$ cat src/rtl/inst_fetch.sv
// inst_fetch: fetch stage and IF/ID register with a one-entry skid buffer.
// Handles imem req/ack and branch / jump / jump-register redirects.
`default_nettype none

module inst_fetch #(
    parameter logic [31:0] RESET_PC = 32'h0000_0000
) (
    input  logic        clk,
    input  logic        reset,
    output logic        imem_req,
    output logic [31:0] imem_addr,
    input  logic        imem_ack,
    input  logic [31:0] imem_rdata,
    output logic [31:0] instruction,
    output logic [31:0] inst_pc,
    output logic        inst_valid,
    input  logic        stall,
    input  logic        branch_taken,
    input  logic        jump,
    input  logic        jump_reg,
    input  logic [31:0] signeximmediate,
    input  logic [25:0] address,
    input  logic [31:0] jr_target
);

    typedef enum logic [1:0] {
        IDLE  = 2'd0,
        FETCH = 2'd1,
        DRAIN = 2'd2
    } state_t;

    state_t      state, state_nxt;
    logic [31:0] pc, pc_nxt;
    logic [31:0] req_addr, req_addr_nxt;
    logic [31:0] instruction_nxt, inst_pc_nxt;
    logic        inst_valid_nxt;
    logic [31:0] skid_data, skid_data_nxt;
    logic [31:0] skid_pc, skid_pc_nxt;
    logic        kill, kill_nxt;

    logic        ack;
    logic        consumed;
    logic        redirect;
    logic [31:0] p4;
    logic [31:0] target;

    // Acks outside FETCH (e.g. a late one after reset) are ignored.
    assign ack      = imem_ack && (state == FETCH);
    assign consumed = inst_valid && !stall;
    assign redirect = consumed && (branch_taken || jump || jump_reg);
    assign p4       = inst_pc + 32'd4;

    always_comb begin
        target = p4 + (signeximmediate << 2);
        if (jump_reg)
            target = jr_target & ~32'h3;
        else if (jump)
            target = {p4[31:28], address, 2'b00};
    end

    always_ff @(posedge clk or posedge reset) begin
        if (reset) begin
            state       <= IDLE;
            pc          <= RESET_PC;
            req_addr    <= 32'd0;
            instruction <= 32'd0;
            inst_pc     <= 32'd0;
            inst_valid  <= 1'b0;
            skid_data   <= 32'd0;
            skid_pc     <= 32'd0;
            kill        <= 1'b0;
        end else begin
            state       <= state_nxt;
            pc          <= pc_nxt;
            req_addr    <= req_addr_nxt;
            instruction <= instruction_nxt;
            inst_pc     <= inst_pc_nxt;
            inst_valid  <= inst_valid_nxt;
            skid_data   <= skid_data_nxt;
            skid_pc     <= skid_pc_nxt;
            kill        <= kill_nxt;
        end
    end

    always_comb begin
        state_nxt       = state;
        pc_nxt          = pc;
        req_addr_nxt    = req_addr;
        instruction_nxt = instruction;
        inst_pc_nxt     = inst_pc;
        inst_valid_nxt  = inst_valid && !consumed;
        skid_data_nxt   = skid_data;
        skid_pc_nxt     = skid_pc;
        kill_nxt        = kill;

        case (state)
            IDLE: begin
                state_nxt    = FETCH;
                req_addr_nxt = pc;
            end
            FETCH: begin
                if (ack && kill) begin
                    // Squashed word: drop it, pc already holds the redirect target.
                    kill_nxt     = 1'b0;
                    req_addr_nxt = pc;
                end else if (ack && !redirect) begin
                    pc_nxt = pc + 32'd4;
                    if (!inst_valid || consumed) begin
                        instruction_nxt = imem_rdata;
                        inst_pc_nxt     = req_addr;
                        inst_valid_nxt  = 1'b1;
                        req_addr_nxt    = pc + 32'd4;
                    end else begin
                        skid_data_nxt = imem_rdata;
                        skid_pc_nxt   = req_addr;
                        state_nxt     = DRAIN;
                    end
                end
            end
            DRAIN: begin
                if (consumed) begin
                    instruction_nxt = skid_data;
                    inst_pc_nxt     = skid_pc;
                    inst_valid_nxt  = 1'b1;
                    state_nxt       = FETCH;
                    req_addr_nxt    = pc;
                end
            end
            default: state_nxt = IDLE;
        endcase

        // A redirect squashes the slot and the skid; an outstanding request is
        // left untouched and its data is dropped via kill.
        if (redirect) begin
            pc_nxt         = target;
            inst_valid_nxt = 1'b0;
            if (state == DRAIN) begin
                state_nxt    = FETCH;
                req_addr_nxt = target;
            end else if (state == FETCH) begin
                if (ack)
                    req_addr_nxt = target;
                else
                    kill_nxt = 1'b1;
            end
        end
    end

    assign imem_req  = (state == FETCH);
    assign imem_addr = req_addr;

endmodule

`default_nettype wire
$ cat config.mk
export PLATFORM = sky130hd
export DESIGN_NAME = inst_fetch
export DESIGN_NICKNAME = d
export VERILOG_FILES = /design/src/rtl/inst_fetch.sv
export SDC_FILE = /design/constraint.sdc
export NUM_CORES = 1
export LEC_CHECK = 0
export CAP_MARGIN = 0
export CORE_ASPECT_RATIO = 0.7
export CORE_MARGIN = 5
export CORE_UTILIZATION = 55
export DETAILED_ROUTE_END_ITERATION = 8
export DONT_BUFFER_PORTS = 1
export PLACE_DENSITY = 0.75
export SLEW_MARGIN = 0
export SYNTH_ARGS = -nofsm -noshare
export SYNTH_HDL_FRONTEND = slang
export SYNTH_SLANG_ARGS = --single-unit
$ cat constraint.sdc
create_clock -name clk -period 7.2 [get_ports clk]
set_input_delay 1.44 -clock clk [delete_from_list [all_inputs] [get_ports clk]]
set_output_delay 1.44 -clock clk [all_outputs]
set_load 0.1 [all_outputs]
==> results of run 1 <==
[placed cells by master, fill, tap and decap left out, types with 5 or more instances in the layout]
cell type  count
a211oi_1       9
a21boi_0       6
a21o_1        14
a21oi_1      172
a221oi_1      19
a22o_1        11
a31oi_1        7
and3_1        17
and4_1         6
buf_4         26
clkbuf_16     17
dfrtp_1      196
ha_1          38
inv_1         21
mux2i_1       69
nand2_1      304
nand2b_1       6
nand3_1       34
nand4_1       15
nor2_1       148
nor3_1        38
nor3b_1        5
o211ai_1      14
o21ai_0      123
o311ai_0       6
o31ai_1        8
or3_1          6
xnor2_1       53
xor2_1        26
[stage by stage]
step                hold slack, ns  setup WS [ns]  cells  util [%]
floorplan                    0.445          0.419   1559         -
global placement             0.457           2.18   1798      56.9
CTS                          0.479           2.06   1830      59.6
global route                 0.495           1.75   1830      59.6
finish                       0.476           1.96   1830      59.6
detailed placement           0.462           2.07   1798      56.9
[worst reg2reg max path, stage by stage, from the launching register on]
cell and delay [ns]:
dfrtp_1 1.05, and4_1 0.38, and4_1 0.40, and3_1 0.33
nand2_1 0.10, xnor2_1 0.21, ha_1 0.36, o21ai_0 0.13
o21ai_0 0.32, nand2_1 0.12, o211ai_1 0.17, a31o_2 0.27
a21oi_1 0.11, o21a_1 0.18, o41ai_1 0.79, a21oi_1 0.17
[flip-flops by register name, indices dropped and copies added (netlist names), named ones only]
register / cells
inst_valid: 1
skid_data: 32
skid_pc: 32
inst_pc: 32
instruction: 32
state: 2
pc: 32
imem_addr: 32
[final cells by class]
type,instances,area [um^2]
Clock inverter,11,149
Timing Repair Buffer,26,195
Fill cell,2036,9160
Tap cell,312,390
Inverter,23,93.8
Clock buffer,21,460
Sequential cell,196,4900
Multi-Input combinational cell,1241,7320
[worst max path at each step]
stage,to,startpoint,depth (start not counted),slack [ns]
after global placement,pc[30],inst_pc[5],15,2.18
final,pc[30],inst_pc[5],15,1.96
after detailed placement,imem_addr[30],inst_pc[5],15,2.07
after global routing,pc[31],inst_pc[5],15,1.75
after CTS,pc[30],inst_pc[5],15,2.06
after floorplan,asynchronous set/reset pin,reset,1,0.42
[kinds of logic (layout without fill, tap and decap cells)]
group | count (synthesis) | after routing | synth area share (%)
AND/OR/NAND/NOR | 610 | 610 | 21.0
flip-flops | 196 | 196 | 38.7
buffers and inverters | 122 | 81 | 3.94
adder cells (fa/ha/maj) | 41 | 41 | 4.11
AO/OA/AOI/OAI | 438 | 438 | 20.9
XOR/XNOR | 79 | 79 | 5.47
multiplexers | 73 | 73 | 5.81
[per-layer routing]
metal | up-vias | wire length (um) | track usage, %
met2 | 533 | 16600 | 43.0
met4 | 0 | 699 | 7.02
met3 | 53 | 3940 | 8.54
met1 | 5564 | 16500 | 40.3
met5 | - | 0 | 0
li1 | 5378 | - | -
==> flow_summary.json, run 1 <==
{
  "postCtsSetupBuffers": 0,
  "fin_crit_ns": 5.24,
  "route.detailed.drc": 0,
  "ctsResizeCount": 0,
  "cts_max_level": 4,
  "setup_violations": 0,
  "synth_area_um2": 12700,
  "synth_edf_count": 0,
  "synth-async-reset-ratio_pct": 100,
  "seq_area_frac_synth_pct": 38.7,
  "grt_overflow": 0,
  "ys_ff_latch": 196,
  "worstHoldPathType": "reg -> reg",
  "cts-buffers-inserted": 17,
  "timing.rr.end": "pc[30]",
  "grt_pass1_wl_um": 59200,
  "gp_congestion": 0.946,
  "critPathLaunchType": "flop",
  "routed_wl_um": 37700,
  "worstPathCellList": "and4_1 > and4_1 > and3_1 > nand2_1 > xnor2_1 > ha_1 > o21ai_0 > o21ai_0 > nand2_1 > o211ai_1 > a31o_2 > a21oi_1 > o21a_1 > o41ai_1 > a21oi_1",
  "syn_inst": 1559,
  "clkTransAtPathRegs_ns": 0.07,
  "drv_cap": 0,
  "start_util_pct": 55.8,
  "outcome": "complete, no violations",
  "ys_top_cells_by_area": "dfrtp_1, nand2_1, a21oi_1",
  "synth.top_cells.by_count": "nand2_1, dfrtp_1, a21oi_1",
  "hold_start": "skid_data[28]",
  "clock_sinks": 196,
  "r2r_cells": 15,
  "viasPerCell": 6.30,
  "critPathKind": "reg -> reg",
  "yosys.cell_types.count": 77,
  "die-area_um2": 26200,
  "drt_iter0_drc": 1136,
  "die_height_um": 137,
  "synth.net_count": 1729,
  "reg2reg_setup_slack_ns": 1.96,
  "synth_most_common_cell": "nand2_1",
  "grt_max_degree": 127,
  "num_vias": 11500,
  "root_buffer": "clkbuf_16",
  "first_pass_iters": 7,
  "core_area_um2": 22700,
  "hold_viol_final": 0,
  "avgSynthCellArea_um2": 8.12,
  "drive_gt1_share_pct": 5.53,
  "holdPathStages": 2,
  "critPathTopFamily": "compound AO/OA/AOI/OAI gates",
  "clk_latency_ns": 0.44,
  "clock_skew_ns": 0.0110,
  "critPathRequiredTime_ns": 7.48,
  "antenna_found_initial": 0,
  "crit_fanout": 7,
  "wl_per_cell_um": 20.6,
  "end_kind": "flop",
  "syn_to_final_growth_pct": 6.75,
  "die_w_um": 191,
  "tritoncts": "done",
  "crit_buf_inv": 0,
  "synth_ff_type": "dfrtp_1",
  "ys_warn_count": 0,
  "tightest_slew_ns": 1.27,
  "io_buffers": 0,
  "nets": 1675,
  "ant_nets": 0,
  "rsz0062_at_grt": "false",
  "cts.path.max_buffers": 2,
  "final_area_um2": 13500,
  "timing.final.crit_share_pct": 72.8,
  "cpMaxStageDelayCell": "dfrtp_1",
  "cpPeakStageDelay_ns": 1.05,
  "crit-reg2reg-launch": "inst_pc[5]",
  "slew_violations": 0,
  "slew_headroom_pct": 14.7,
  "insertedDiodeCount": 0,
  "holdPathEnd": "skid_data[28]",
  "yosys.area.top_type": "dfrtp_1",
  "grt.total_usage_pct": 28.4,
  "place_hpwl_um": 26800,
  "placed_area_um2": 12900,
  "ios": 227,
  "hold_buffers": 0,
  "setup-tns-final_ns": 0,
  "arrival_ns": 5.53,
  "fmax_ghz": 0.191,
  "grt_pass1_vias": 10800,
  "rows": 46,
  "synth_top_area_share_pct": 38.7
}
Power of run 1 is not shown: default switching activity piles up to over one toggle a cycle in this logic, so the estimate is an artifact.
==> inputs of run 2 (changes only) <==
- clock period: 7.2 -> 4.2 ns (I/O delays scaled with it)
==> run 2 against run 1 <==
  * Clock-buffer cell count decreased by 2
  * Clock skew increased by 0.0027 ns
  * Flip-flop and latch count unchanged
  * First-iteration DRC count is 13% lower
  * Global-route usage rose by 0.41 points
  * Critical endpoint is now imem_addr[27]
  * Highest routed layer unchanged
==> flow_summary.json, run 2 (synthesized netlist as in run 1, its figures left out) <==
{
  "final_common_cell": "nand2_1",
  "hold_viol_final": 0,
  "worstPathCellList": "and4_1 > and4_1 > buf_4 > nand2_2 > xnor2_1 > ha_2 > and3_1 > nand3_1 > a21o_2 > a2111oi_4 > nor3_4 > or4_1 > a21o_1 > a2bb2oi_1 > a2bb2oi_1",
  "viasPerCell": 6.27,
  "fin_crit_ns": 3.99,
  "cts-buffers-inserted": 17,
  "gp_congestion": 0.936,
  "nets": 1712,
  "setup_ws_ns": 0.207,
  "placed_area_um2": 13200,
  "crit_buf_inv": 1,
  "clkTransAtPathRegs_ns": 0.08,
  "drive_gt1_share_pct": 9.39,
  "die_height_um": 137,
  "arrival_ns": 4.35,
  "cts_max_level": 4,
  "place_hpwl_um": 27100,
  "root_buffer": "clkbuf_16",
  "hold_ws_ns": 0.476,
  "die-area_um2": 26200,
  "end_kind": "flop",
  "grt_pass1_vias": 10900,
  "rows": 46,
  "clock_sinks": 196,
  "critPathTopFamily": "compound AO/OA/AOI/OAI gates",
  "slew_violations": 0,
  "slew_headroom_pct": 19.7,
  "routed_wl_um": 38600,
  "first_pass_iters": 6,
  "route.detailed.drc": 0,
  "cpPeakStageDelay_ns": 0.45,
  "grt_pass1_wl_um": 59800,
  "mostFrequentLayoutCells": "nand2_1, dfrtp_1, a21oi_1, nor2_1, o21ai_0",
  "wl_per_cell_um": 20.6,
  "io_buffers": 0,
  "pre_cts_slack_ns": 0.136,
  "timing.final.crit_share_pct": 95.1,
  "critPathKind": "reg -> reg",
  "num_vias": 11700,
  "syn_to_final_growth_pct": 9.55,
  "final_area_um2": 13900,
  "grt_max_degree": 197,
  "grt_overflow": 0,
  "worstHoldPathType": "reg -> reg",
  "grt.total_usage_pct": 28.8,
  "cts.path.max_buffers": 2,
  "tritoncts": "done",
  "cpMaxStageDelayCell": "a2111oi_4",
  "clk_latency_ns": 0.44,
  "critPathLaunchType": "flop",
  "rsz0062_at_grt": "false",
  "fmax_ghz": 0.250,
  "clock_skew_ns": 0.0137,
  "hold_buffers": 0,
  "setup-tns-final_ns": 0,
  "ant_nets": 0,
  "critPathRequiredTime_ns": 4.56,
  "setup_violations": 0,
  "start_util_pct": 55.8,
  "outcome": "complete, no violations",
  "crit_fanout": 6,
  "antenna_found_initial": 0,
  "drv_cap": 0,
  "insertedDiodeCount": 0,
  "tightest_slew_ns": 1.20,
  "die_w_um": 191,
  "core_area_um2": 22700,
  "drt_iter0_drc": 986,
  "ios": 227
}
run 2: worst paths after layout:
check                         startpoint            end  slack, ns  cells past startpoint
setup / recovery              inst_pc[4]  imem_addr[27]       0.21                     15
hold / removal             skid_data[28]  skid_data[28]       0.48                      2
setup reg to reg              inst_pc[4]  imem_addr[27]       0.21                     15
hold reg to reg            skid_data[28]  skid_data[28]       0.48                      2
max in group asynchronous          reset   skid_data[3]       2.81                      2
min in group asynchronous          reset     inst_pc[6]       0.56                      2
run 2: worst min-delay path, stage by stage, from the launching register on:
cell and delay, ns:
dfrtp_1 0.34, nand2_1 0.05, nand2_1 0.06
run 2: area by class of cell:
type / count / area (um^2)
inverters: 23 / 90.1
clock buffers: 19 / 453
multi-input cells: 1241 / 7370
well taps: 312 / 390
repair buffers: 63 / 498
fillers: 2038 / 8810
clock inverters: 13 / 148
flip-flops and latches: 196 / 4920
run 2: stage by stage:
stage | instances | util (%)
finish | 1867 | 61.2
global route | 1867 | 61.2
CTS | 1866 | 60.9
detailed placement | 1834 | 58.3
global placement | 1834 | 58.3
floorplan | 1559 | -
run 2: metal layers:
layer / track usage (%) / share of wire (%) / vias up
li1: - / - / 5449
met1: 41.0 / 44 / 5648
met2: 42.9 / 44 / 550
met3: 8.82 / 11 / 59
met4: 8.09 / 2.1 / 0
met5: 0 / 0 / -
run 2: timing repair:
action                                  4_1_cts  5_1_grt
buffers inserted                              0        1
endpoints found under the hold margin         0        0
endpoints found under the setup margin        0       11
gates resized for setup                       0       17
Power of run 2 is left out for the same reason.
